===== src/rtl/hamenc_pkg.sv =====
// -----------------------------------------------------------------------------
// hamenc_pkg
// Shared definitions for the Hamming (16,11) SECDED encode sequencer:
//   - state_e  : sequencer states IDLE .. DONE
//   - MSG_W    : message width (11 data bits)
//   - CODE_W   : codeword width (16 bits)
//   - calc_p0  : overall parity over data and the four Hamming parity bits
// -----------------------------------------------------------------------------
package hamenc_pkg;

    localparam int MSG_W  = 11;
    localparam int CODE_W = 16;

    typedef enum logic [2:0] {
        ST_IDLE  = 3'd0,
        ST_RD_LO = 3'd1,
        ST_RD_HI = 3'd2,
        ST_CAP   = 3'd3,
        ST_WR_LO = 3'd4,
        ST_WR_HI = 3'd5,
        ST_DONE  = 3'd6
    } state_e;

    // Overall parity: XOR of every data bit and every Hamming parity bit,
    // i.e. of codeword bits [15:1].
    function automatic logic calc_p0(input logic [MSG_W:1] d,
                                     input logic [3:0]     p);
        return (^d) ^ (^p);
    endfunction

endpackage


===== src/rtl/hamming_enc11.sv =====
// -----------------------------------------------------------------------------
// hamming_enc11
// Purely combinational Hamming (16,11) encoder.
//   d    in  [11:1]  message bits d11..d1
//   code out [15:0]  {d[11:5], p8, d[4:2], p4, d1, p2, p1, p0}
// Build option HAMENC_P0_EN: when defined, code[0] carries the overall
// parity (SECDED); when undefined, code[0] is tied to 0 (SEC only).
// -----------------------------------------------------------------------------
module hamming_enc11
    import hamenc_pkg::*;
(
    input  logic [MSG_W:1]    d,
    output logic [CODE_W-1:0] code
);

    logic p8, p4, p2, p1, p0;

    // Each parity bit covers the codeword positions whose index has that
    // power-of-two bit set.
    assign p8 = ^d[11:5];
    assign p4 = (^d[11:8]) ^ (^d[4:2]);
    assign p2 = d[11] ^ d[10] ^ d[7] ^ d[6] ^ d[4] ^ d[3] ^ d[1];
    assign p1 = d[11] ^ d[9]  ^ d[7] ^ d[5] ^ d[4] ^ d[2] ^ d[1];

`ifdef HAMENC_P0_EN
    assign p0 = calc_p0(d, {p8, p4, p2, p1});
`else
    assign p0 = 1'b0;
`endif

    assign code = {d[11:5], p8, d[4:2], p4, d[1], p2, p1, p0};

endmodule


===== src/rtl/hamenc_seq.sv =====
// -----------------------------------------------------------------------------
// hamenc_seq
// Memory-sequencing controller: reads NUM_MSG 11-bit messages (two bytes each
// at SRC_BASE+2i / +2i+1), Hamming-encodes each into a 16-bit codeword and
// writes it to DST_BASE+2i / +2i+1, then raises done.
// Parameters: NUM_MSG (1..127), SRC_BASE, DST_BASE, AW (address width).
// Ports:
//   clk        in       clock, rising edge
//   reset      in       asynchronous, active-high
//   start      in       begins a run when sampled in IDLE or DONE
//   mem_rdata  in  [7:0]     read data, one cycle after its address
//   mem_addr   out [AW-1:0]  byte address
//   mem_we     out           write strobe
//   mem_wdata  out [7:0]     write data
//   busy       out           high in every state except IDLE and DONE
//   done       out           high only in DONE
// Build option HAMENC_P0_EN (inside hamming_enc11) selects SECDED vs SEC.
// -----------------------------------------------------------------------------
module hamenc_seq
    import hamenc_pkg::*;
#(
    parameter int NUM_MSG  = 15,
    parameter int SRC_BASE = 0,
    parameter int DST_BASE = 30,
    parameter int AW       = 8
) (
    input  logic          clk,
    input  logic          reset,
    input  logic          start,
    input  logic [7:0]    mem_rdata,
    output logic [AW-1:0] mem_addr,
    output logic          mem_we,
    output logic [7:0]    mem_wdata,
    output logic          busy,
    output logic          done
);

    localparam logic [AW-1:0] SRC_A  = AW'(SRC_BASE);
    localparam logic [AW-1:0] DST_A  = AW'(DST_BASE);
    localparam logic [6:0]    LAST_I = 7'(NUM_MSG - 1);

    state_e      state_q, state_d;
    logic [6:0]  i_q, i_d;
    logic [7:0]  lo_q, lo_d;
    logic [2:0]  hi_q, hi_d;

    logic [CODE_W-1:0] code;
    logic [AW-1:0]     idx2;

    // Only the low three bits of the high message byte carry data.
    logic unused_rdata_hi;
    assign unused_rdata_hi = ^mem_rdata[7:3];

    hamming_enc11 u_enc (
        .d    ({hi_q, lo_q}),
        .code (code)
    );

    // Byte offset of message i; address arithmetic wraps modulo 2^AW.
    assign idx2 = AW'({i_q, 1'b0});

    // NOTE: state registers use non-blocking assignments so every flop
    // samples the pre-edge values regardless of process ordering.
    always_ff @(posedge clk or posedge reset) begin
        if (reset) begin
            state_q <= ST_IDLE;
            i_q     <= '0;
            lo_q    <= '0;
            hi_q    <= '0;
        end else begin
            state_q <= state_d;
            i_q     <= i_d;
            lo_q    <= lo_d;
            hi_q    <= hi_d;
        end
    end

    // Next-state logic.
    // NOTE: every variable gets a default before the case so no path leaves
    // it unassigned, which would otherwise infer a latch.
    always_comb begin
        state_d = state_q;
        i_d     = i_q;
        lo_d    = lo_q;
        hi_d    = hi_q;
        unique case (state_q)
            ST_IDLE: begin
                if (start) state_d = ST_RD_LO;
            end
            ST_RD_LO: state_d = ST_RD_HI;
            ST_RD_HI: begin
                lo_d    = mem_rdata;          // data for the RD_LO address
                state_d = ST_CAP;
            end
            ST_CAP: begin
                hi_d    = mem_rdata[2:0];     // data for the RD_HI address
                state_d = ST_WR_LO;
            end
            ST_WR_LO: state_d = ST_WR_HI;
            ST_WR_HI: begin
                if (i_q == LAST_I) begin
                    i_d     = '0;
                    state_d = ST_DONE;
                end else begin
                    i_d     = i_q + 7'd1;
                    state_d = ST_RD_LO;
                end
            end
            ST_DONE: begin
                if (start) begin
                    i_d     = '0;
                    state_d = ST_RD_LO;
                end
            end
            default: state_d = ST_IDLE;
        endcase
    end

    // Moore output decode of state and i.
    always_comb begin
        mem_addr  = '0;
        mem_we    = 1'b0;
        mem_wdata = '0;
        busy      = 1'b0;
        done      = 1'b0;
        unique case (state_q)
            ST_RD_LO: begin
                busy     = 1'b1;
                mem_addr = SRC_A + idx2;
            end
            ST_RD_HI: begin
                busy     = 1'b1;
                mem_addr = SRC_A + idx2 + AW'(1);
            end
            ST_CAP: begin
                busy = 1'b1;
            end
            ST_WR_LO: begin
                busy      = 1'b1;
                mem_we    = 1'b1;
                mem_addr  = DST_A + idx2;
                mem_wdata = code[7:0];
            end
            ST_WR_HI: begin
                busy      = 1'b1;
                mem_we    = 1'b1;
                mem_addr  = DST_A + idx2 + AW'(1);
                mem_wdata = code[15:8];
            end
            ST_DONE: begin
                done = 1'b1;
            end
            default: ;
        endcase
    end

endmodule


===== config.mk =====
export PLATFORM = sky130hd
export DESIGN_NAME = hamenc_seq
export DESIGN_NICKNAME = d
export VERILOG_FILES = /design/src/rtl/hamenc_pkg.sv /design/src/rtl/hamming_enc11.sv /design/src/rtl/hamenc_seq.sv
export SDC_FILE = /design/constraint.sdc
export NUM_CORES = 1
export LEC_CHECK = 0
export BUFFER_PORTS_ARGS = -buffer_cell sky130_fd_sc_hd__buf_2
export CORE_AREA = 2 2 63 65
export DETAILED_ROUTE_END_ITERATION = 12
export DIE_AREA = 0 0 65 67
export PLACE_DENSITY_LB_ADDON = 0.25
export SKIP_CTS_REPAIR_TIMING = 1
export SLEW_MARGIN = 5
export SYNTH_ARGS = -nofsm -noshare
export SYNTH_HDL_FRONTEND = slang
export SYNTH_SLANG_ARGS = --single-unit

===== constraint.sdc =====
create_clock -name clk -period 2.5 [get_ports clk]
set_input_delay 0.5 -clock clk [delete_from_list [all_inputs] [get_ports clk]]
set_output_delay 0.5 -clock clk [all_outputs]
set_load 0.02 [all_outputs]

# Word-level counts from Yosys, hierarchy flattened
# Cells that the tools add are included.
[totals]
in_bits = 11
ff_bits = 21
[op_classes]
n_reduce_logical = 9
eq_ne = 9
mux = 11
n_addsub = 4
bitwise = 13
[op_table]
columns = ["operator", "count"]
rows = [
  ["one-hot mux 8 bit (4 select lines)", 1],
  ["one-hot mux 3 bit (6 select lines)", 1],
  ["adder 8 x 1 -> 8 bit, second input constant", 2],
  ["one-hot mux 8 bit (2 select lines)", 1],
  ["two-way mux 7 bit", 2],
  ["one-hot mux 7 bit (2 select lines)", 1],
  ["bitwise XOR 1 bit", 13],
  ["== test 3 bit, second input constant", 3],
  ["adder 5 x 8 -> 8 bit, first input constant", 1],
  ["adder 7 x 1 -> 7 bit, second input constant", 1],
  ["== test 7 x 4 -> 1 bit, second input constant", 1],
  ["parity 7 bit", 1],
  ["== test 3 x 2 -> 1 bit, second input constant", 2],
  ["two-way mux 3 bit", 2],
  ["OR reduction 5 bit", 1],
  ["OR reduction 2 bit", 2],
  ["parity 4 bit", 1],
  ["== test 3 x 1 -> 1 bit, second input constant", 1],
  ["logical NOT 3 bit", 1],
  ["two-way mux 1 bit", 3],
  ["parity 3 bit", 1],
  ["inequality test 2 x 1 -> 1 bit, second input constant", 1],
  ["inequality test 2 bit, second input constant", 1],
  ["AND reduction 2 bit", 1],
  ["nonzero test 2 bit", 1],
]

# Logic depth before layout (Yosys ltp)
[depth]
word_depth = 7
mapped_depth = 6
mapped_depth_nobuf = 6

# By module
# A second synthesis with hierarchy kept.
[hier_totals]
hier_cells = 175
area_unflattened_um2 = 1702.9
[modules_own_cells]
columns = ["mod", "instances", "area_each_um2", "seq_area_each_um2", "cells_each"]
rows = [
  ["hamenc_seq", 1, 1376.3, 525.5, 146],
  ["hamming_enc11", 1, 326.6, 0.0, 29],
]

# Worst setup path after synthesis
# No wires, ideal clock.
[synth_path]
path_type = "register -> output"
from = "register i_q[0]"
to = "output port mem_addr[5]"
setup_slack_ns = 0.200
arrival_ns = 1.800
path_stages_with_launch = 6
path_cell_list = "dfrtp_1 -> inv_1 -> ha_1 -> or3b_2 -> xnor2_1 -> o21ai_0"
[synth_via]
elab_chain_len = 3
word_cells_on_any_way = 4
classes_between = "3 x add/sub; 1 x mux"
[synth_rtl]
columns = ["element", "line", "rtl"]
rows = [
  ["start, declared", "hamenc_seq.sv:43", "logic [6:0] i_q, i_d;"],
  ["start signal, assigned", "hamenc_seq.sv:72", "i_q <= i_d;"],
  ["adder 5 x 8 -> 8 bit", "hamenc_seq.sv:141, hamenc_seq.sv:147", ""],
  ["adder 8 x 1 -> 8 bit", "hamenc_seq.sv:147", "mem_addr = DST_A + idx2 + AW'(1);"],
  ["one-hot mux 8 bit (4 select lines) *", "hamenc_seq.sv:126", "unique case (state_q)"],
  ["end, declared", "hamenc_seq.sv:31", "output logic [AW-1:0] mem_addr,"],
]
# Every way passes the cells marked *; elsewhere a longest branch is shown, timed or not.

# Final worst setup path
[layout_path]
from = "register hi_q[2]"
to = "output port mem_wdata[1]"
[layout_via]
elab_chain_len = 7
[layout_rtl]
columns = ["element", "line", "rtl"]
rows = [
  ["start, declared", "hamenc_seq.sv:45", "logic [2:0] hi_q, hi_d;"],
  ["start signal, assigned", "hamenc_seq.sv:74", "hi_q <= hi_d;"],
  ["bitwise XOR 1 bit (6 in series)", "hamming_enc11.sv:23", "assign p1 = d[11] ^ d[9] ^ d[7] ^ d[5] ^ d[4] ^ d[2] ^ d[1];"],
  ["one-hot mux 8 bit (2 select lines)", "hamenc_seq.sv:126", ""],
  ["end, declared", "hamenc_seq.sv:33", "output logic [7:0] mem_wdata,"],
]
# Every way passes these cells.

==> flow_summary.ini <==
[power]
power_leakage_nw = 0.829
peakVddDrop_mv = 0.623
p_total_mw = 2.96
power.density_nw_per_um2 = 1660

[route]
drt-pass1-iter-count = 4
drc = 0
viasPerCell = 5.23
routed_wl_mm = 3.43
ant_nets = 0
num_vias = 1244
drt-initial-drc-count = 88
wl_per_cell_um = 14.4

[cts]
root_buffer = clkbuf_8
cts_tree = done
clk_latency_ns = 0.26
path_clk_slew_ns = 0.09
cts_sinks = 21
cts_max_level = 1
numCtsBuffers = 3
cts_max_path_buffers = 2

[logic_synthesis]
syn_nets = 176
netlist_instances = 162
synth_area_per_cell_um2 = 9.23
synth-seq-cells = 21
synth_cell_types = 39
synth-seq-area-share_pct = 35.1
yosysWarnings = 0
synth_area_um2 = 1500

[finish]
area_growth_pct = 19.0
fin_util_pct = 49.3
final_nets = 205
drive_above_1_share_pct = 33.2
regArea_um2 = 531
diodes = 0
mostFrequentLayoutCell = buf_2
final_cell_mix = buf_2 (28), o21ai_0 (18), dfrtp_1 (17)
multiInputGateArea_um2 = 927
finish.instance_area_um2 = 1780
final_cell_count_no_fill = 238
fillerInstances = 358

[global_route]
antenna_found_initial = 0
grt_usage_pct = 17.0
grt.overflow.total = 0
grt_pass1_vias = 1169
grt_pass1_wl_mm = 5.56
grt_max_degree = 22

[place]
hpwl_mm = 2.55
dp.cells = 234
place.gp.congestion = 0.837
io_buffers = 29
post_dp_cell_area_um2 = 1700

[setup_path]
critPathCaptureType = output port
arrival_ns = 1.93
critPathRequiredTime_ns = 2.00
worstSetupPathType = reg -> out
start_kind = register
cp_max_fo = 4

[outcome]
status = finished, final reports clean

[timing]
setup_viol = 0
max-slew-margin-rel_pct = 42.5
skew_ns = 0.00443
tightest_slew_ns = 0.861
period_share_pct = 97.2
hold_viol = 0
fmaxAchievable_mhz = 411
final-max-slew-violation-count = 0
rsz0062_at_grt = yes
period_needed_ns = 2.43
setup_tns_ns = 0

[floorplanning]
die_x_um = 65
fp.dieH_um = 67
initial_utilization_pct = 41.5
std_cell_rows = 22
io_pins = 30
die_area_um2 = 4360
core_area_um2 = 3610

[min_path]
min_path_type = in -> async

[job]
drv_cap = 0
-- critical path, cell delays in order, from the launching register on --
cell,delay [ns]
dfrtp_2,0.46
xnor2_2,0.23
xnor3_1,0.35
or3_1,0.31
a21oi_1,0.16
buf_4,0.16
-- metal layers --
| metal | vias to the layer above | track usage, % | share of wire, % |
|---|---|---|---|
| li1 | 624 | - | - |
| met1 | 595 | 20.9 | 46 |
| met2 | 23 | 30.9 | 51 |
| met3 | 2 | 2.53 | 2.4 |
| met4 | 0 | 3.99 | 0.47 |
| met5 | - | 0 | 0 |
-- sequential cells by signal, indices dropped and copies added, names as in the netlist --
name,count
state_q,3
lo_q,8
hi_q,3
i_q,7
-- cell type report --
type                       instances  area share, %
timing repair buffer              34           10.4
tap                               48           3.38
clock inverter                     1          0.281
multi-input combinational        123           52.1
sequential                        21           29.8
clock buffer                       3           2.32
inverter                           8           1.69
-- path summary, 6_finish.rpt --
| check | start | to | slack (ns) | cells past startpoint |
|---|---|---|---|---|
| min in group clk | mem_rdata[7] | lo_q[7] | 0.45 | 3 |
| worst min-delay path | reset | i_q[4] | 0.40 | 2 |
| worst max-delay path | hi_q[2] | mem_wdata[1] | 0.07 | 5 |
| worst max register to register | i_q[1] | i_q[6] | 0.86 | 6 |
| max in group asynchronous | reset | hi_q[2] | 1.51 | 2 |
| worst min register to register | lo_q[4] | lo_q[4] | 0.58 | 1 |
-- through the flow --
stage | setup WS, ns | hold slack [ns]
detailed placement | 0.277 | 0.567
global route | -0.0432 | 0.462
global placement | 0.325 | 0.543
finish | 0.0697 | 0.403
floorplan | 0.200 | 0.477
CTS | -0.0194 | 0.432
-- where the power goes --
group          internal, mW  switching (mW)  total (mW)
Combinational         0.969           0.971        1.94
Clock                 0.111           0.120       0.232
Sequential            0.512           0.279       0.791
-- Yosys cell counts (all sizes together) --
cell type / count / area [um^2]
dfrtp: 21 / 526
nor3: 2 / 10.0
nand4: 2 / 12.5
nand3b: 1 / 7.51
xor2: 2 / 17.5
nor2: 12 / 45.0
nor4b: 1 / 23.8
mux2: 10 / 113
mux2i: 4 / 40.0
and3: 1 / 6.26
a21oi: 7 / 35.0
or3b: 1 / 8.76
clkbuf: 6 / 22.5
nand2: 13 / 48.8
xnor3: 3 / 67.6
a31oi: 1 / 6.26
nand3: 3 / 15.0
a31o: 2 / 17.5
o41ai: 1 / 8.76
nor2b: 2 / 12.5
a21o: 3 / 22.5
o22ai: 1 / 6.26
buf: 4 / 20.0
o21ai: 19 / 95.1
a22o: 2 / 17.5
o311ai: 1 / 8.76
ha: 3 / 37.5
xnor2: 12 / 113
inv: 8 / 30.0
o2bb2ai: 1 / 8.76
nand2b: 2 / 12.5
and2: 3 / 18.8
or3: 1 / 6.26
a211oi: 4 / 30.0
and3b: 2 / 17.5
o211ai: 1 / 7.51
-- kinds of logic (layout without fill, tap and decap cells) --
group           count (synthesis)  count (layout)  share of synthesized area, %
compound gates                 43              43                          17.7
xor+xnor                       17              17                          13.2
fa+ha+maj                       3               3                          2.51
buf+inv                        18              46                          4.85
flops                          21              21                          35.1
mux                            14              14                          10.2
simple gates                   46              46                          16.4
Power figures use the tool's default switching activity.
